### src/rtl/panel_encoder_array.sv
// Multi-channel x4 quadrature encoder with input filtering, index capture and a word-addressed
// register slave. Define ENCODER_INDEX_EN to build the Z-input/index-capture path.
module panel_encoder_array #(
    parameter int CHANNELS    = 2,
    parameter int CNT_WIDTH   = 16,
    parameter int FILT_CYCLES = 4,
    localparam int AW         = $clog2(CHANNELS) + 2
) (
    input  logic                PLD_MCLK,
    input  logic                EPL_RESETN,
    input  logic [CHANNELS-1:0] enc_a,
    input  logic [CHANNELS-1:0] enc_b,
    input  logic [CHANNELS-1:0] enc_z,
    input  logic [AW-1:0]       avs_address,
    input  logic                avs_read,
    input  logic                avs_write,
    input  logic [31:0]         avs_writedata,
    output logic [31:0]         avs_readdata,
    output logic                irq
);

`ifdef ENCODER_INDEX_EN
    localparam int         NSIG     = 3;
    localparam logic [3:0] CtrlMask = 4'b1111;
`else
    localparam int         NSIG     = 2;
    localparam logic [3:0] CtrlMask = 4'b1101;
`endif
    localparam int            FW       = (FILT_CYCLES > 1) ? $clog2(FILT_CYCLES) : 1;
    localparam logic [FW-1:0] FiltLast = FW'(FILT_CYCLES - 1);

    // Per-channel signal vectors: bit0 = A, bit1 = B, bit2 = Z (index builds only).
    logic [NSIG-1:0]      raw      [CHANNELS];
    logic [NSIG-1:0]      s1_d     [CHANNELS];
    logic [NSIG-1:0]      s1_q     [CHANNELS];
    logic [NSIG-1:0]      s2_d     [CHANNELS];
    logic [NSIG-1:0]      s2_q     [CHANNELS];
    logic [NSIG-1:0]      filt_d   [CHANNELS];
    logic [NSIG-1:0]      filt_q   [CHANNELS];
    logic [NSIG-1:0]      prev_d   [CHANNELS];
    logic [NSIG-1:0]      prev_q   [CHANNELS];
    logic [FW-1:0]        fcnt_d   [CHANNELS][NSIG];
    logic [FW-1:0]        fcnt_q   [CHANNELS][NSIG];
    logic [CNT_WIDTH-1:0] pos_d    [CHANNELS];
    logic [CNT_WIDTH-1:0] pos_q    [CHANNELS];
    logic [CNT_WIDTH-1:0] ipos_d   [CHANNELS];
    logic [CNT_WIDTH-1:0] ipos_q   [CHANNELS];
    logic [3:0]           ctrl_d   [CHANNELS];
    logic [3:0]           ctrl_q   [CHANNELS];
    logic [CHANNELS-1:0]  err_d, err_q;
    logic [CHANNELS-1:0]  idx_d, idx_q;
    logic [CHANNELS-1:0]  dir_d, dir_q;
    logic                 irq_d, irq_q;
    logic [31:0]          rdata_d, rdata_q;

    logic unused_inputs;
    assign unused_inputs = ^{enc_z, avs_writedata};

    always_comb begin
        for (int c = 0; c < CHANNELS; c++) begin
            raw[c]    = '0;
            raw[c][0] = enc_a[c];
            raw[c][1] = enc_b[c];
`ifdef ENCODER_INDEX_EN
            raw[c][2] = enc_z[c];
`endif
        end
    end

    always_comb begin
        int         ch_sel;
        logic [1:0] reg_sel;
        logic [1:0] old_idx;
        logic [1:0] new_idx;
        logic [1:0] delta;
        logic       step;
        logic       illegal;
        logic       up;
        logic       z_rise;
        logic       wr;

        ch_sel  = int'(avs_address >> 2);
        reg_sel = avs_address[1:0];
        irq_d   = 1'b0;
        rdata_d = avs_read ? 32'd0 : rdata_q;

        for (int c = 0; c < CHANNELS; c++) begin
            s1_d[c]   = raw[c];
            s2_d[c]   = s1_q[c];
            prev_d[c] = filt_q[c];
            filt_d[c] = filt_q[c];
            for (int s = 0; s < NSIG; s++) begin
                fcnt_d[c][s] = '0;
                if (s2_q[c][s] != filt_q[c][s]) begin
                    if (fcnt_q[c][s] == FiltLast) begin
                        filt_d[c][s] = s2_q[c][s];
                    end else begin
                        fcnt_d[c][s] = fcnt_q[c][s] + 1'b1;
                    end
                end
            end

            // Map Gray {A,B} onto a 0..3 ring so the step is a 2-bit difference.
            old_idx = {prev_q[c][0], prev_q[c][0] ^ prev_q[c][1]};
            new_idx = {filt_q[c][0], filt_q[c][0] ^ filt_q[c][1]};
            delta   = new_idx - old_idx;
            step    = (delta == 2'd1) || (delta == 2'd3);
            illegal = (delta == 2'd2);
            up      = (delta == 2'd1) ^ ctrl_q[c][2];
`ifdef ENCODER_INDEX_EN
            z_rise  = filt_q[c][2] & ~prev_q[c][2];
`else
            z_rise  = 1'b0;
`endif
            wr = avs_write && (ch_sel == c);

            pos_d[c] = pos_q[c];
            if (wr && reg_sel == 2'd0) begin
                pos_d[c] = avs_writedata[CNT_WIDTH-1:0];
            end else if (z_rise && ctrl_q[c][1]) begin
                pos_d[c] = '0;
            end else if (step && ctrl_q[c][0]) begin
                pos_d[c] = up ? pos_q[c] + 1'b1 : pos_q[c] - 1'b1;
            end

            ipos_d[c] = z_rise ? pos_q[c] : ipos_q[c];
            dir_d[c]  = (step && ctrl_q[c][0]) ? up : dir_q[c];
            // Clearing write loses against a same-cycle set event.
            err_d[c]  = (err_q[c] & ~(wr && reg_sel == 2'd2 && avs_writedata[0])) | illegal;
            idx_d[c]  = (idx_q[c] & ~(wr && reg_sel == 2'd2 && avs_writedata[1])) | z_rise;
            ctrl_d[c] = (wr && reg_sel == 2'd3) ? (avs_writedata[3:0] & CtrlMask) : ctrl_q[c];

            if (avs_read && ch_sel == c) begin
                case (reg_sel)
                    2'd0:    rdata_d = 32'($signed(pos_q[c]));
                    2'd1:    rdata_d = 32'($signed(ipos_q[c]));
                    2'd2:    rdata_d = {29'd0, dir_q[c], idx_q[c], err_q[c]};
                    default: rdata_d = {28'd0, ctrl_q[c]};
                endcase
            end

            irq_d = irq_d | (ctrl_q[c][3] & (err_q[c] | idx_q[c]));
        end
    end

    always_ff @(posedge PLD_MCLK or negedge EPL_RESETN) begin
        if (!EPL_RESETN) begin
            for (int c = 0; c < CHANNELS; c++) begin
                s1_q[c]   <= '0;
                s2_q[c]   <= '0;
                filt_q[c] <= '0;
                prev_q[c] <= '0;
                for (int s = 0; s < NSIG; s++) begin
                    fcnt_q[c][s] <= '0;
                end
                pos_q[c]  <= '0;
                ipos_q[c] <= '0;
                ctrl_q[c] <= '0;
            end
            err_q   <= '0;
            idx_q   <= '0;
            dir_q   <= '0;
            irq_q   <= 1'b0;
            rdata_q <= '0;
        end else begin
            for (int c = 0; c < CHANNELS; c++) begin
                s1_q[c]   <= s1_d[c];
                s2_q[c]   <= s2_d[c];
                filt_q[c] <= filt_d[c];
                prev_q[c] <= prev_d[c];
                for (int s = 0; s < NSIG; s++) begin
                    fcnt_q[c][s] <= fcnt_d[c][s];
                end
                pos_q[c]  <= pos_d[c];
                ipos_q[c] <= ipos_d[c];
                ctrl_q[c] <= ctrl_d[c];
            end
            err_q   <= err_d;
            idx_q   <= idx_d;
            dir_q   <= dir_d;
            irq_q   <= irq_d;
            rdata_q <= rdata_d;
        end
    end

    assign avs_readdata = rdata_q;
    assign irq          = irq_q;

endmodule

### config.mk
export PLATFORM = sky130hd
export DESIGN_NAME = panel_encoder_array
export DESIGN_NICKNAME = d
export VERILOG_FILES = /design/src/rtl/panel_encoder_array.sv
export SDC_FILE = /design/constraint.sdc
export NUM_CORES = 1
export LEC_CHECK = 0
export CAP_MARGIN = 20
export CORE_MARGIN = 2
export CORE_UTILIZATION = 40
export CTS_BUF_LIST = sky130_fd_sc_hd__clkbuf_4
export DETAILED_ROUTE_END_ITERATION = 16
export HOLD_SLACK_MARGIN = 0.02
export PLACE_DENSITY = 0.6
export SLEW_MARGIN = 30
export SYNTH_ARGS = -nofsm -noshare
export SYNTH_HDL_FRONTEND = slang
export SYNTH_SLANG_ARGS = --single-unit
### constraint.sdc
create_clock -name PLD_MCLK -period 4.9 [get_ports PLD_MCLK]
set_clock_uncertainty 0.2 [all_clocks]
set_input_delay 0.98 -clock PLD_MCLK [delete_from_list [all_inputs] [get_ports PLD_MCLK]]
set_output_delay 0.98 -clock PLD_MCLK [all_outputs]
set_load 0.03 [all_outputs]
==> run metrics <==
internal power 1810 µW; hold path depth 0; net count after synthesis 602; H-Tree Depth 3; post-route cell area 5910 µm²; Placed Cells incl. Taps 733; Tot GR Track Use 0.200; Psw 1710 µW; Reg2Reg Depth 13; worst reg2reg path startpoint filt_q[2]; DRT antenna net count 0; Core Box Area approximately 13000 µm²; FMAX 251 MHz; largest net degree at the start of global routing 51; register area between 2000 and 2500 µm²; Worst EP required between 5 and 6 ns; Seq pwr share 0.350; global-route wire length before repair 22300 µm; ant diodes 0; vias per cell roughly 5.7; met2 routed WL 6230 µm; DR WL met3 666 µm; met1 WL 5950 µm; Sw Share 0.486; First-pass DRT Iterations 5; Worst setup SP type register; cells after synthesis 549; DR DRC count 0; Crit. End Element register; Worst Tran Pin Value 0.765 ns; unrepaired setup endpoints after global routing no; clock transition at the registers of the reported paths around 0.15 ns; port bufs around 60; Hold EP s2_q[1]; Sink Count 85; I/O pin count 78; wirelength, routed about 13000 µm; Placed Area 5770 µm²; Post-CTS Setup Bufs 0; final cycle utilization of the critical path 0.814; cts repair resizes 0; critical path class register to register; CTS tree yes; Final Max Tran Viols 0; die span in x about 120 µm; setup TNS 0 ns; Worst IR Drop VDD 264 µV; die area 14100 µm²; chip height 119 µm; Reg2Reg Setup Slack between 0.9 and 1 ns; layout cells sized above 1 0.113; Synth cell types 77; FILL cells 1290; CP Max Fanout 8; post-DR wirelength/cell approximately 18 µm; highest metal used met4; clock network power share 0.125; final hold vios 0; row count 41; Pleak around 0.0022 µW; Tmin final ~4.0 ns; max-cap violation count 0; fin util 0.465; Yosys warning count 0; Final nets ~630; Synth Flop Type dfrtp_1; Starting Density 0.414; Power Density approximately 600 nW/µm²; sequential share of the synthesized area 0.404; Post-Layout Cell Count 749; worst hold-check path type register to register; Reg-to-Reg End pos_q[24]; GP Congestion around 0.86; Logic pwr share 0.525; antenna violations before repair 0; cts hold-fix bufs 0; run status finished, final reports clean; gr ovfl total 0; clk_lat worst skew 0.48 ns; hold path start s1_q[1]; mapped cell area 5270 µm²; setup violators final 0; synthesis-to-finish area growth 12.2%; hpwl dp 9430 µm; initial drt markers 223; Arrival @ worst endpoint 4.17 ns; Async SR Flop Fraction 1.00; CTS Buf Count 9; Syn Area/Cell 9.60 µm²; vias in the first global route 4282; clock root buffer clkbuf_4; register bit count reported by yosys 85; Clock Path Buffers 2; Slew Limit Headroom 0.487; area occupied by multi-input gates between 2000 and 3000 µm²; number of synthesized flops with an enable pin 0; Vias approximately 4300
## power groups by stage
stage                     combinational, µW  clock (µW)  sequential (µW)
after global routing                   2050         490             1280
after floorplan                        1600           0             1120
after CTS                              1850         458             1230
after detailed placement               1840           0             1240
final                                  1850         440             1230
after global placement                 1810           0             1230
## kinds of logic after synthesis
kind of cell,after synthesis,synth area share
buffers and inverters,71,0.0810
flip-flops,85,0.404
multiplexers,33,0.0696
XOR/XNOR,31,0.0575
AO/OA/AOI/OAI,132,0.173
AND/OR/NAND/NOR,189,0.196
adder cells (fa/ha/maj),8,0.0190
## metrics by stage
stage	setup slack, ns	power [µW]	hold slack [ns]
final	0.910	3520	0.166
after detailed placement	0.949	3080	0.135
after floorplan	1.41	2720	0.131
after global routing	0.536	3810	0.178
after CTS	0.892	3530	0.168
after global placement	0.959	3040	0.133
## layout make-up
cell class	count	area share
timing repair buffer	67	0.110
clock inverter	6	0.0119
tap	172	0.0364
clock buffer	10	0.0127
inverter	16	0.0102
sequential	85	0.360
multi-input combinational	393	0.459
## sequential cells by signal, indices dropped and copies added, names as in the netlist
register / flops
fcnt_q: 8
irq: 1
filt_q: 4
dir_q: 2
idx_q: 2
avs_readdata: 16
ctrl_q: 6
err_q: 2
s2_q: 4
pos_q: 32
prev_q: 4
s1_q: 4
## cell usage in the layout, fill, tap and decap left out, types with 9 or more instances in the layout
cell,synthesis,routed
xnor2_1,20,20
nand3_1,19,19
dfrtp_1,85,85
mux2_2,19,19
buf_4,17,9
nor3_1,20,20
inv_1,16,16
mux2i_1,13,13
clkbuf_4,0,10
a21oi_1,28,28
clkdlybuf4s50_1,0,58
nand4_1,9,9
o21ai_0,26,26
o2111ai_1,11,11
or3_1,11,11
xor2_1,9,9
o22ai_1,12,12
nand2_1,40,40
nor2_1,32,32
## cell usage after synthesis, types with 3 or more instances
| master | instances | share of area |
|---|---|---|
| a2111o_1 | 3 | 0.0064 |
| a21oi_1 | 28 | 0.027 |
| a31oi_1 | 8 | 0.0095 |
| a32oi_1 | 3 | 0.0050 |
| and2_1 | 6 | 0.0071 |
| and3_1 | 6 | 0.0071 |
| buf_2 | 4 | 0.0038 |
| buf_4 | 17 | 0.024 |
| buf_6 | 4 | 0.0085 |
| clkbuf_1 | 22 | 0.016 |
| clkbuf_8 | 6 | 0.016 |
| dfrtp_1 | 85 | 0.40 |
| ha_1 | 8 | 0.019 |
| inv_1 | 16 | 0.011 |
| mux2_2 | 19 | 0.041 |
| mux2i_1 | 13 | 0.025 |
| nand2_1 | 40 | 0.028 |
| nand2b_1 | 3 | 0.0036 |
| nand3_1 | 19 | 0.018 |
| nand4_1 | 9 | 0.011 |
| nor2_1 | 32 | 0.023 |
| nor2b_1 | 8 | 0.0095 |
| nor3_1 | 20 | 0.019 |
| nor4_1 | 8 | 0.0095 |
| o2111ai_1 | 11 | 0.018 |
| o211ai_1 | 6 | 0.0085 |
| o21a_1 | 4 | 0.0057 |
| o21ai_0 | 26 | 0.025 |
| o22ai_1 | 12 | 0.014 |
| o2bb2ai_1 | 3 | 0.0050 |
| o31ai_1 | 3 | 0.0043 |
| or3_1 | 11 | 0.013 |
| or4_1 | 4 | 0.0057 |
| xnor2_1 | 20 | 0.033 |
| xor2_1 | 9 | 0.015 |
## per-layer routing
layer  GRT usage  up-vias
li1            -     2058
met1       0.270     2070
met2       0.311      123
met3      0.0328       20
met4      0.0967        0
met5           0        -
## critical path: stages (launching register included)
cell	delay [ns]
dfrtp_1	0.48
xnor2_1	0.20
ha_1	0.18
xor3_2	0.34
or3_1	0.50
nand2_1	0.24
xnor2_1	0.10
ha_1	0.24
nor4_1	0.34
nand2_1	0.27
nor4_1	0.26
o21ai_0	0.14
xnor2_1	0.15
mux2_2	0.26
## worst max-delay path by stage
stage	start	endpoint	slack (ns)	cells after the start
2_1_floorplan	filt_q[2]	pos_q[26]	1.41	14
3_3_place_gp	filt_q[2]	pos_q[24]	0.96	13
3_5_place_dp	filt_q[2]	pos_q[24]	0.95	13
4_1_cts	filt_q[2]	pos_q[24]	0.89	13
5_1_grt	filt_q[2]	pos_q[24]	0.54	13
6_report	filt_q[2]	pos_q[24]	0.91	13
Power figures use the tool's default switching activity.
